### src/rtl/pipe_hazard_ctrl_if.sv
// Hazard-controller bundle: pipeline-side register addresses, write enables and
// memory handshake in; segment stall/flush/forward controls and statistics out.
interface pipe_hazard_ctrl_if #(
  parameter int CNT_W = 16
);
  logic [3:0]       RA1D, RA2D, RA1E, RA2E;
  logic [3:0]       WA3E, WA3M, WA3W;
  logic             RegWriteE, RegWriteM, RegWriteW;
  logic             MemtoRegE, BranchTakenE;
  logic             mem_req, mem_ready, stat_clr;
  logic             StallF, StallD, StallE, StallM;
  logic             FlushD, FlushE;
  logic [1:0]       ForwardAE, ForwardBE;
  logic [CNT_W-1:0] stall_count;
  logic             mem_err;

  modport master (
    output RA1D, RA2D, RA1E, RA2E, WA3E, WA3M, WA3W,
    output RegWriteE, RegWriteM, RegWriteW, MemtoRegE, BranchTakenE,
    output mem_req, mem_ready, stat_clr,
    input  StallF, StallD, StallE, StallM, FlushD, FlushE,
    input  ForwardAE, ForwardBE, stall_count, mem_err
  );

  modport slave (
    input  RA1D, RA2D, RA1E, RA2E, WA3E, WA3M, WA3W,
    input  RegWriteE, RegWriteM, RegWriteW, MemtoRegE, BranchTakenE,
    input  mem_req, mem_ready, stat_clr,
    output StallF, StallD, StallE, StallM, FlushD, FlushE,
    output ForwardAE, ForwardBE, stall_count, mem_err
  );
endinterface

### src/rtl/pipe_hazard_ctrl.sv
// Stall/flush/forward sequencer for the 5-stage pipeline; state updates on the falling edge.
// Define HAZARD_FWD_EN for E-stage forwarding; otherwise RAW hazards stall until the writer leaves M.
module pipe_hazard_ctrl #(
  parameter int CNT_W       = 16,
  parameter int BR_PENALTY  = 1,
  parameter int MEM_TIMEOUT = 64
) (
  input logic              clk,
  input logic              rst,
  pipe_hazard_ctrl_if.slave hz
);

  typedef enum logic [1:0] {RUN = 2'd0, BRFLUSH = 2'd1, MEMWAIT = 2'd2} state_t;

  state_t           state_r, state_nxt_s;
  logic [2:0]       br_cnt_r, br_cnt_nxt_s;
  logic [7:0]       wd_cnt_r;
  logic             mem_err_r;
  logic [CNT_W-1:0] stall_cnt_r;
  logic             memwait_s, hazard_s, wd_hit_s;
  logic             stall_f_s, stall_d_s, stall_e_s, stall_m_s, flush_d_s, flush_e_s;
  logic [1:0]       fwd_a_s, fwd_b_s;

  assign memwait_s = hz.mem_req & ~hz.mem_ready & ~mem_err_r;
  assign wd_hit_s  = (wd_cnt_r == 8'(MEM_TIMEOUT - 1));

`ifdef HAZARD_FWD_EN
  function automatic logic [1:0] fwd_sel(input logic [3:0] ra, input logic we_m,
                                         input logic [3:0] wa_m, input logic we_w,
                                         input logic [3:0] wa_w);
    logic [1:0] sel;
    if (we_m && (wa_m == ra)) begin
      sel = 2'b10;
    end else if (we_w && (wa_w == ra)) begin
      sel = 2'b01;
    end else begin
      sel = 2'b00;
    end
    return sel;
  endfunction

  assign hazard_s = hz.MemtoRegE & hz.RegWriteE &
                    ((hz.WA3E == hz.RA1D) | (hz.WA3E == hz.RA2D));
  assign fwd_a_s  = fwd_sel(hz.RA1E, hz.RegWriteM, hz.WA3M, hz.RegWriteW, hz.WA3W);
  assign fwd_b_s  = fwd_sel(hz.RA2E, hz.RegWriteM, hz.WA3M, hz.RegWriteW, hz.WA3W);
`else
  // W never needs a stall: the register file writes in the first half-cycle.
  assign hazard_s = (hz.RegWriteE & ((hz.WA3E == hz.RA1D) | (hz.WA3E == hz.RA2D))) |
                    (hz.RegWriteM & ((hz.WA3M == hz.RA1D) | (hz.WA3M == hz.RA2D)));
  assign fwd_a_s  = 2'b00;
  assign fwd_b_s  = 2'b00;
`endif

  // Next-state and stall/flush decode: memory wait > taken branch > squash tail > interlock.
  always_comb begin
    state_nxt_s  = state_r;
    br_cnt_nxt_s = br_cnt_r;
    stall_f_s    = 1'b0;
    stall_d_s    = 1'b0;
    stall_e_s    = 1'b0;
    stall_m_s    = 1'b0;
    flush_d_s    = 1'b0;
    flush_e_s    = 1'b0;
    if (rst) begin
      state_nxt_s  = RUN;
      br_cnt_nxt_s = 3'd0;
    end else if (memwait_s) begin
      stall_f_s = 1'b1;
      stall_d_s = 1'b1;
      stall_e_s = 1'b1;
      stall_m_s = 1'b1;
      // A frozen squash sequence keeps its remaining slots for after the wait.
      if (state_r == BRFLUSH) begin
        state_nxt_s = BRFLUSH;
      end else if (wd_hit_s) begin
        state_nxt_s = RUN;
      end else begin
        state_nxt_s = MEMWAIT;
      end
    end else if (hz.BranchTakenE) begin
      flush_d_s = 1'b1;
      flush_e_s = 1'b1;
      if (BR_PENALTY > 1) begin
        state_nxt_s  = BRFLUSH;
        br_cnt_nxt_s = 3'(BR_PENALTY - 1);
      end else begin
        state_nxt_s  = RUN;
        br_cnt_nxt_s = 3'd0;
      end
    end else begin
      case (state_r)
        BRFLUSH: begin
          // D holds a squashed slot, so no interlock is raised here.
          flush_d_s    = 1'b1;
          br_cnt_nxt_s = br_cnt_r - 3'd1;
          state_nxt_s  = (br_cnt_r == 3'd1) ? RUN : BRFLUSH;
        end
        default: begin
          stall_f_s   = hazard_s;
          stall_d_s   = hazard_s;
          flush_e_s   = hazard_s;
          state_nxt_s = RUN;
        end
      endcase
    end
  end

  // FSM state and branch squash down-counter.
  always_ff @(negedge clk or posedge rst) begin
    if (rst) begin
      state_r  <= RUN;
      br_cnt_r <= 3'd0;
    end else begin
      state_r  <= state_nxt_s;
      br_cnt_r <= br_cnt_nxt_s;
    end
  end

  // Memory watchdog: consecutive wait cycles, sticky error on expiry.
  always_ff @(negedge clk or posedge rst) begin
    if (rst) begin
      wd_cnt_r  <= 8'd0;
      mem_err_r <= 1'b0;
    end else if (memwait_s) begin
      if (wd_hit_s) begin
        wd_cnt_r  <= 8'd0;
        mem_err_r <= 1'b1;
      end else begin
        wd_cnt_r  <= wd_cnt_r + 8'd1;
      end
    end else begin
      wd_cnt_r <= 8'd0;
    end
  end

  // Saturating stall-cycle statistic; clear wins over increment.
  always_ff @(negedge clk or posedge rst) begin
    if (rst) begin
      stall_cnt_r <= {CNT_W{1'b0}};
    end else if (hz.stat_clr) begin
      stall_cnt_r <= {CNT_W{1'b0}};
    end else if (stall_f_s && (stall_cnt_r != {CNT_W{1'b1}})) begin
      stall_cnt_r <= stall_cnt_r + {{(CNT_W-1){1'b0}}, 1'b1};
    end else begin
      stall_cnt_r <= stall_cnt_r;
    end
  end

  assign hz.StallF      = stall_f_s;
  assign hz.StallD      = stall_d_s;
  assign hz.StallE      = stall_e_s;
  assign hz.StallM      = stall_m_s;
  assign hz.FlushD      = flush_d_s;
  assign hz.FlushE      = flush_e_s;
  assign hz.ForwardAE   = rst ? 2'b00 : fwd_a_s;
  assign hz.ForwardBE   = rst ? 2'b00 : fwd_b_s;
  assign hz.stall_count = stall_cnt_r;
  assign hz.mem_err     = mem_err_r;

endmodule

### src/flat_wrapper.sv
// flat-port wrapper written by rule: the top's interface ports become plain ports
module pipe_hazard_ctrl_flat 
#(
  parameter int CNT_W       = 16,
  parameter int BR_PENALTY  = 1,
  parameter int MEM_TIMEOUT = 64
)
  (clk, rst, hz_RA1D, hz_RA2D, hz_RA1E, hz_RA2E, hz_WA3E, hz_WA3M, hz_WA3W, hz_RegWriteE, hz_RegWriteM, hz_RegWriteW, hz_MemtoRegE, hz_BranchTakenE, hz_mem_req, hz_mem_ready, hz_stat_clr, hz_StallF, hz_StallD, hz_StallE, hz_StallM, hz_FlushD, hz_FlushE, hz_ForwardAE, hz_ForwardBE, hz_stall_count, hz_mem_err);
  pipe_hazard_ctrl_if #(.CNT_W(CNT_W)) hz_i ();
  input logic clk;
  input logic rst;
  input wire logic [$bits(hz_i.RA1D)-1:0] hz_RA1D;
  input wire logic [$bits(hz_i.RA2D)-1:0] hz_RA2D;
  input wire logic [$bits(hz_i.RA1E)-1:0] hz_RA1E;
  input wire logic [$bits(hz_i.RA2E)-1:0] hz_RA2E;
  input wire logic [$bits(hz_i.WA3E)-1:0] hz_WA3E;
  input wire logic [$bits(hz_i.WA3M)-1:0] hz_WA3M;
  input wire logic [$bits(hz_i.WA3W)-1:0] hz_WA3W;
  input wire logic [$bits(hz_i.RegWriteE)-1:0] hz_RegWriteE;
  input wire logic [$bits(hz_i.RegWriteM)-1:0] hz_RegWriteM;
  input wire logic [$bits(hz_i.RegWriteW)-1:0] hz_RegWriteW;
  input wire logic [$bits(hz_i.MemtoRegE)-1:0] hz_MemtoRegE;
  input wire logic [$bits(hz_i.BranchTakenE)-1:0] hz_BranchTakenE;
  input wire logic [$bits(hz_i.mem_req)-1:0] hz_mem_req;
  input wire logic [$bits(hz_i.mem_ready)-1:0] hz_mem_ready;
  input wire logic [$bits(hz_i.stat_clr)-1:0] hz_stat_clr;
  output wire logic [$bits(hz_i.StallF)-1:0] hz_StallF;
  output wire logic [$bits(hz_i.StallD)-1:0] hz_StallD;
  output wire logic [$bits(hz_i.StallE)-1:0] hz_StallE;
  output wire logic [$bits(hz_i.StallM)-1:0] hz_StallM;
  output wire logic [$bits(hz_i.FlushD)-1:0] hz_FlushD;
  output wire logic [$bits(hz_i.FlushE)-1:0] hz_FlushE;
  output wire logic [$bits(hz_i.ForwardAE)-1:0] hz_ForwardAE;
  output wire logic [$bits(hz_i.ForwardBE)-1:0] hz_ForwardBE;
  output wire logic [$bits(hz_i.stall_count)-1:0] hz_stall_count;
  output wire logic [$bits(hz_i.mem_err)-1:0] hz_mem_err;
  assign hz_i.RA1D = hz_RA1D;
  assign hz_i.RA2D = hz_RA2D;
  assign hz_i.RA1E = hz_RA1E;
  assign hz_i.RA2E = hz_RA2E;
  assign hz_i.WA3E = hz_WA3E;
  assign hz_i.WA3M = hz_WA3M;
  assign hz_i.WA3W = hz_WA3W;
  assign hz_i.RegWriteE = hz_RegWriteE;
  assign hz_i.RegWriteM = hz_RegWriteM;
  assign hz_i.RegWriteW = hz_RegWriteW;
  assign hz_i.MemtoRegE = hz_MemtoRegE;
  assign hz_i.BranchTakenE = hz_BranchTakenE;
  assign hz_i.mem_req = hz_mem_req;
  assign hz_i.mem_ready = hz_mem_ready;
  assign hz_i.stat_clr = hz_stat_clr;
  assign hz_StallF = hz_i.StallF;
  assign hz_StallD = hz_i.StallD;
  assign hz_StallE = hz_i.StallE;
  assign hz_StallM = hz_i.StallM;
  assign hz_FlushD = hz_i.FlushD;
  assign hz_FlushE = hz_i.FlushE;
  assign hz_ForwardAE = hz_i.ForwardAE;
  assign hz_ForwardBE = hz_i.ForwardBE;
  assign hz_stall_count = hz_i.stall_count;
  assign hz_mem_err = hz_i.mem_err;
  pipe_hazard_ctrl #(.CNT_W(CNT_W), .BR_PENALTY(BR_PENALTY), .MEM_TIMEOUT(MEM_TIMEOUT)) u_core (.clk(clk), .rst(rst), .hz(hz_i));
endmodule
### config.mk
export PLATFORM = sky130hd
export DESIGN_NAME = pipe_hazard_ctrl_flat
export DESIGN_NICKNAME = d
export VERILOG_FILES = /design/src/rtl/pipe_hazard_ctrl_if.sv /design/src/rtl/pipe_hazard_ctrl.sv /design/src/flat_wrapper.sv
export SDC_FILE = /design/constraint.sdc
export NUM_CORES = 1
export LEC_CHECK = 0
export BUFFER_PORTS_ARGS = -buffer_cell sky130_fd_sc_hd__buf_2
export CAP_MARGIN = 25
export CORE_MARGIN = 2
export CORE_UTILIZATION = 46
export CTS_CLUSTER_DIAMETER = 80
export DETAILED_ROUTE_END_ITERATION = 12
export PLACE_DENSITY = 0.72
export SETUP_SLACK_MARGIN = 0.1
export SYNTH_ARGS = -nofsm -noshare
export SYNTH_HDL_FRONTEND = slang
export SYNTH_SLANG_ARGS = --single-unit
### constraint.sdc
create_clock -name clk -period 3 [get_ports clk]
set_input_delay 0.15 -clock clk [delete_from_list [all_inputs] [get_ports clk]]
set_output_delay 0.15 -clock clk [all_outputs]
set_load 0.1 [all_outputs]
[Yosys cells after proc, flatten, opt, wreduce, memory -nomap -nowiden]
Cells that the tools add are included.
Widths: inputs -> output; s select.
Word-level totals
  logic and storage cells: 59
  memory bits (read-only): 0
  bits in latches: 0
  memories kept: 0
  bits in writable memories: 0
  register bits after elaboration: 30
Operators by class
  eq/ne operators: 9
  divide/modulo/power cells: 0
  order comparisons: 0
  $mul: 0
  shift operators: 0
  reduce and logical (&&, ||, !) cells: 5
  $add $sub $neg: 3
  mux-type cells: 28
  bitwise gates (word level): 9
Operators with widths (number)
  $mux 16: 2
  $add 16x1->16 const B: 1
  $eq 4x4->1: 4
  $mux 8: 2
  $ne 16x16->1 const B: 1
  $mux 1: 14
  $mux 2: 6
  $mux 3: 4
  $add 8x1->8 const B: 1
  $eq 8x6->1 const B: 1
  $and 1x1->1: 4
  $reduce_and 2->1: 2
  $eq 3x1->1 const B: 1
  $or 1x1->1: 3
  $reduce_bool 3->1: 1
  $sub 3x1->3 const B: 1
  $eq 2x1->1 const B: 1
  $ne 2x2->1 const B: 1
  $not 1->1: 2
  $reduce_bool 2->1: 1
  $logic_and 1x1->1: 1

[Longest topological paths before layout]
Gate-level depths: netlist (run 1).
  depth after elaboration: 11
  depth in mapped cells: 8
  depth with buffers taken out: 7

==> impl_metrics.tcl, run 1 <==
set metrics [dict create \
    cp-start-kind "register" \
    wl_um 5700 \
    numCtsBuffers 5 \
    num_vias 1791 \
    rsz0062_at_grt "true" \
    grt_remaining_overflow 0 \
    initial_core_util 0.475 \
    design.portCount 65 \
    synth_simple_gate_area_frac 0.281 \
    cts.sinks 30 \
    path_clk_slew_ns 0.05 \
    synth-compound-area-share 0.0784 \
    cp_max_fo 3 \
    io_buffers 46 \
    first_pass_iters 5 \
    grt_pass1_vias 1727 \
    grt_usage 0.224 \
    synth.avg_cell_area_um2 9.09 \
    stdcell_area_um2 2930 \
    drc 0 \
    switching_share 0.314 \
    hold-worst-slack_ns 0.399 \
    htree_levels 2 \
    fin_nets 318 \
    ys_types 36 \
    min_path_cells 1 \
    reg2reg_depth 8 \
    grt_pass1_wl_um 7670 \
    root_buffer "clkbuf_8" \
    combPwrFrac 0.248 \
    synth_top_area_cell "dfrtn_1" \
    max-vdd-ir-drop_uv 284 \
    slew_violations 0 \
    setup_viol 20 \
    p_leak_nw 1.25 \
    fin_skew_ns 0.00315 \
    syn-cell-area_um2 1900 \
    hp-class "reg2reg" \
    antenna_violating_nets_post_route 0 \
    finalWorstSetupSlack_ns -0.431 \
    grt_max_degree 31 \
    placed_cell_area_um2 2380 \
    fp.dieArea_um2 4660 \
    p_int_w 0.000685 \
    critPathKind "reg2out" \
    wl_per_cell_um 17.4 \
    die_x_um 68.3 \
    cts_tree "done" \
    status "complete, but fails checks" \
    critPathCaptureType "output port" \
    cp.arrival_ns 3.28 \
    dp.cells 310 \
    synth_top_area_frac 0.395 \
    n_antenna_cell 0 \
    clock_latency_ns 0.29 \
    synthFlopType "dfrtn_1" \
    synth_seq_cells 30 \
    clockPowerShare 0.337 \
    dp_hpwl_um 3220 \
    pwr-share-seq 0.414 \
    regToRegSetupSlack_ns 0.74 \
    async_reset_ff_frac 1.00 \
    maxCapViolations 0 \
    synthAdderAreaFrac 0.0264 \
    switchingPower_w 0.000313 \
    drive_gt1_frac 0.473 \
    required_ns 2.85 \
    netlist_top_cells_area "dfrtn_1 40%, xor2_1 9.2%, nor2_1 4.9%" \
    netlist_instances 209 \
    gp_congestion 0.815 \
    synth_warnings 0 \
    syn_to_final_growth_pct 54.0 \
    yosysSeqAreaShare 0.395 \
    fin_cells 327 \
    mostFrequentLayoutCells "30 x dfrtn_1, 24 x buf_4, 22 x nor2_1, 16 x buf_2" \
    synth-xor-area-share 0.101 \
    p_total_w 0.000998 \
    synth_mux_area_frac 0.0586 \
    clockBufferDepth 2 \
    violations "setup timing" \
    finalHoldViolations 0 \
    rows 23 \
    synth_top_family_by_area "simple AND/OR/NAND/NOR gates" \
    synth_edf_count 0 \
    fp.coreArea_um2 4000 \
    final_common_cell "dfrtn_1" \
    drtIter0Drc 125 \
    vias_per_cell 5.48 \
    power.density_nw_per_um2 341 \
    antenna_found_initial 0 \
    die_h_um 68.3 \
]
-- path summary, 6_finish.rpt --
| path | to | from |
|---|---|---|
| worst min-delay path | u_core.wd_cnt_r[0] | u_core.wd_cnt_r[0] |
| min in group asynchronous | u_core.hz.stall_count[9] | rst |
| max in group asynchronous | u_core.hz.stall_count[7] | rst |
| worst max-delay path | hz_StallF | u_core.state_r[0] |
| worst max register to register | u_core.hz.stall_count[9] | u_core.hz.stall_count[0] |
| worst min register to register | u_core.wd_cnt_r[0] | u_core.wd_cnt_r[0] |
-- layer usage --
metal | global-route usage | routed length [um] | vias up
met3 | 0.0625 | 266 | 10
met1 | 0.262 | 2350 | 870
met4 | 0.0725 | 119 | 0
met2 | 0.393 | 2960 | 55
met5 | 0 | 0 | -
li1 | - | - | 856
-- registers in the layout, summed over array words and instances, names as in the netlist --
signal                 count
u_core.br_cnt_r            3
u_core.hz.mem_err          1
u_core.hz.stall_count     16
u_core.state_r             2
u_core.wd_cnt_r            8
-- cell families after synthesis --
family | count (synthesis)
compound gates | 25
xor+xnor | 22
fa+ha+maj | 4
buf+inv | 20
flops | 30
mux | 10
other cells | 1
simple gates | 97
-- final cells by class --
type / count / area [um2]
clock inverters: 1 / 5.00
clock buffers: 7 / 86.3
inverters: 7 / 33.8
multi-input cells: 164 / 1380
repair buffers: 68 / 609
well taps: 50 / 62.6
flip-flops and latches: 30 / 751
fillers: 267 / 1070
-- cells in the mapped netlist (3+ instances only) --
master and count:
nand4_1 6, mux2_2 5, xor2_1 20, nand2_1 7, o21ai_0 7, and3_1 4, dfrtn_1 30, buf_4 6
nor2b_1 10, clkbuf_1 3, buf_2 3, nor3_1 7, ha_1 4, nand2b_1 4, o31ai_1 3, a21oi_1 12
nor2_1 25, nand3_1 7, mux2_1 4, nor4_1 11, inv_1 7, or3_1 5
-- metrics by stage --
step	worst slack, ns	setup TNS [ns]	util
floorplan	-1.23	-12.23	-
global placement	-0.882	-10.58	0.595
detailed placement	-0.969	-11.76	0.595
CTS	-0.358	-2.81	0.671
global route	-0.497	-5.13	0.731
finish	-0.431	-4.10	0.731
-- repair_timing --
| item | CTS | global route |
|---|---|---|
| gates cloned | 2 | 0 |
| pin swaps | 8 | 16 |
| setup endpoints to repair | 24 | 26 |
| hold buffers | 0 | 0 |
| gates resized for setup | 38 | 52 |
| buffers inserted | 4 | 4 |
-- worst max-delay path: stages (launching register included) --
cell and delay (ns):
dfrtn_1 0.42, nor2b_4 0.17, nor2_2 0.06, o2111a_2 0.15, nor3_4 0.24, clkinvlp_4 0.16, buf_6 0.15, buf_12 0.16
-- power groups by stage --
stage | clock network, W | registers [W] | logic, W
final | 0.000337 | 0.000414 | 0.000248
after CTS | 0.000345 | 0.000413 | 0.000212
after global routing | 0.000357 | 0.000414 | 0.000260
after global placement | 0 | 0.000420 | 0.000181
after floorplan | 0 | 0.000429 | 0.000127
after detailed placement | 0 | 0.000420 | 0.000184
Power figures use the tool's default switching activity.
==> run 2: changes to the inputs <==
- TNS_END_PERCENT: unset -> 50
==> run 2 against run 1 <==
  * The flow still finishes with violations (setup timing)
  * Count of clock-buffer cells in the layout shrank 2
  * First-iteration DRC count grew 1.6%
  * Total power grew 5.1%
  * Combinational power shrank 7%
  * Largest power group unchanged
  * Critical path type unchanged
  * Non-clock buffer count shrank 3
  * Design area shrank 2.4%
  * Highest routed layer unchanged
==> impl_metrics.tcl, run 2 (same netlist as run 1, synthesis figures left out) <==
set metrics [dict create \
    power.density_nw_per_um2 367 \
    cp-start-kind "register" \
    crit_buf_inv 3 \
    drive_gt1_frac 0.434 \
    first_pass_iters 4 \
    min_from "u_core.wd_cnt_r[0]" \
    cts_hold_buf 0 \
    vias_per_cell 5.51 \
    n_antenna_cell 0 \
    grt_remaining_overflow 0 \
    grt_pass1_vias 1694 \
    path_clk_slew_ns 0.05 \
    p_leak_nw 1.24 \
    fp.coreArea_um2 4000 \
    violations "setup timing" \
    dp_hpwl_um 3140 \
    cts_tree "done" \
    cp_max_fo 3 \
    dp.cells 311 \
    design.portCount 65 \
    drc 0 \
    fp.dieArea_um2 4660 \
    max-vdd-ir-drop_uv 314 \
    die_x_um 68.3 \
    cp.arrival_ns 3.24 \
    antenna_violating_nets_post_route 0 \
    r2r_start "u_core.hz.stall_count[0]" \
    num_vias 1775 \
    fin_nets 313 \
    startpoint "u_core.state_r[0]" \
    maxCapViolations 0 \
    grt_max_degree 31 \
    critPathTopFamily "simple AND/OR/NAND/NOR gates" \
    crit_chain "nor2b_4, nor2_2, o2111a_1, nor3_4, clkinvlp_4, buf_6, buf_12" \
    totalNegativeSetupSlack_ns -4.26 \
    htree_levels 2 \
    syn_to_final_growth_pct 50.3 \
    wl_um 5140 \
    clockBufferDepth 2 \
    io_buffers 46 \
    cts.sinks 30 \
    mostFrequentLayoutCells "30 x dfrtn_1, 23 x nor2_1, 19 x buf_2, 19 x buf_4, 14 x buf_6" \
    drtIter0Drc 127 \
    grt_usage 0.235 \
    clock_latency_ns 0.29 \
    fin_skew_ns 0.00285 \
    critPathCaptureType "output port" \
    routed.top_layer "met4" \
    wl_met1_um 2020 \
    finalWorstSetupSlack_ns -0.391 \
    place_ws_ns -0.829 \
    largest_reg_flops 16 \
    rows 23 \
    status "complete, but fails checks" \
    numCtsBuffers 5 \
    grt_pass1_wl_um 8000 \
    rsz0062_at_grt "true" \
    final_common_cell "dfrtn_1" \
    critPathKind "reg2out" \
    critPathSlowestCell "dfrtn_1" \
    p_total_w 0.00105 \
    initial_core_util 0.475 \
    gp_congestion 0.818 \
    antenna_found_initial 0 \
    wl_per_cell_um 16.0 \
    wl_met2_um 2690 \
    die_h_um 68.3 \
    dr_wl_met3_um 338 \
    root_buffer "clkbuf_8" \
    placed_cell_area_um2 2380 \
    critPathMaxStageDelay_ns 0.40 \
    fin_cells 322 \
    slew_violations 0 \
    hp-class "reg2reg" \
    stdcell_area_um2 2860 \
    finalHoldViolations 0 \
    setup_viol 19 \
    required_ns 2.85 \
]
run 2: final cells by class:
cell class | instances | area [um2]
clock buffers | 5 | 68.8
inverters | 7 | 33.8
fillers | 288 | 1140
flip-flops and latches | 30 | 751
multi-input cells | 162 | 1320
repair buffers | 65 | 576
well taps | 50 | 62.6
clock inverters | 3 | 40.0
run 2: final timing paths:
kind	depth (start not counted)	slack, ns	end
min in group asynchronous	3	1.39	u_core.state_r[1]
worst max-delay path	7	-0.39	hz_StallD
worst min register to register	1	0.40	u_core.wd_cnt_r[0]
worst max register to register	8	0.70	u_core.hz.stall_count[11]
worst min-delay path	1	0.40	u_core.wd_cnt_r[0]
max in group asynchronous	3	1.30	u_core.wd_cnt_r[2]
run 2: per-layer routing:
layer	global-route usage	vias up
li1	-	837
met1	0.268	850
met2	0.427	76
met3	0.0543	12
met4	0.0825	0
met5	0	-
run 2: metrics by stage:
step / utilization / hold slack, ns
2_1_floorplan: - / 0.375
4_1_cts: 0.695 / 0.408
6_report: 0.714 / 0.404
3_3_place_gp: 0.595 / 0.399
5_1_grt: 0.714 / 0.454
3_5_place_dp: 0.595 / 0.407
run 2: report_power, final:
| group | switching (W) | internal, W |
|---|---|---|
| registers | 0.00000358 | 0.000410 |
| clock network | 0.000160 | 0.000244 |
| logic | 0.000148 | 0.0000826 |
| total | 0.000312 | 0.000737 |
run 2: what timing repair did:
item / 4_1_cts / 5_1_grt
gates resized for setup: 57 / 14
pin swaps: 19 / 4
setup endpoints to repair: 23 / 28
buffers inserted: 2 / 1
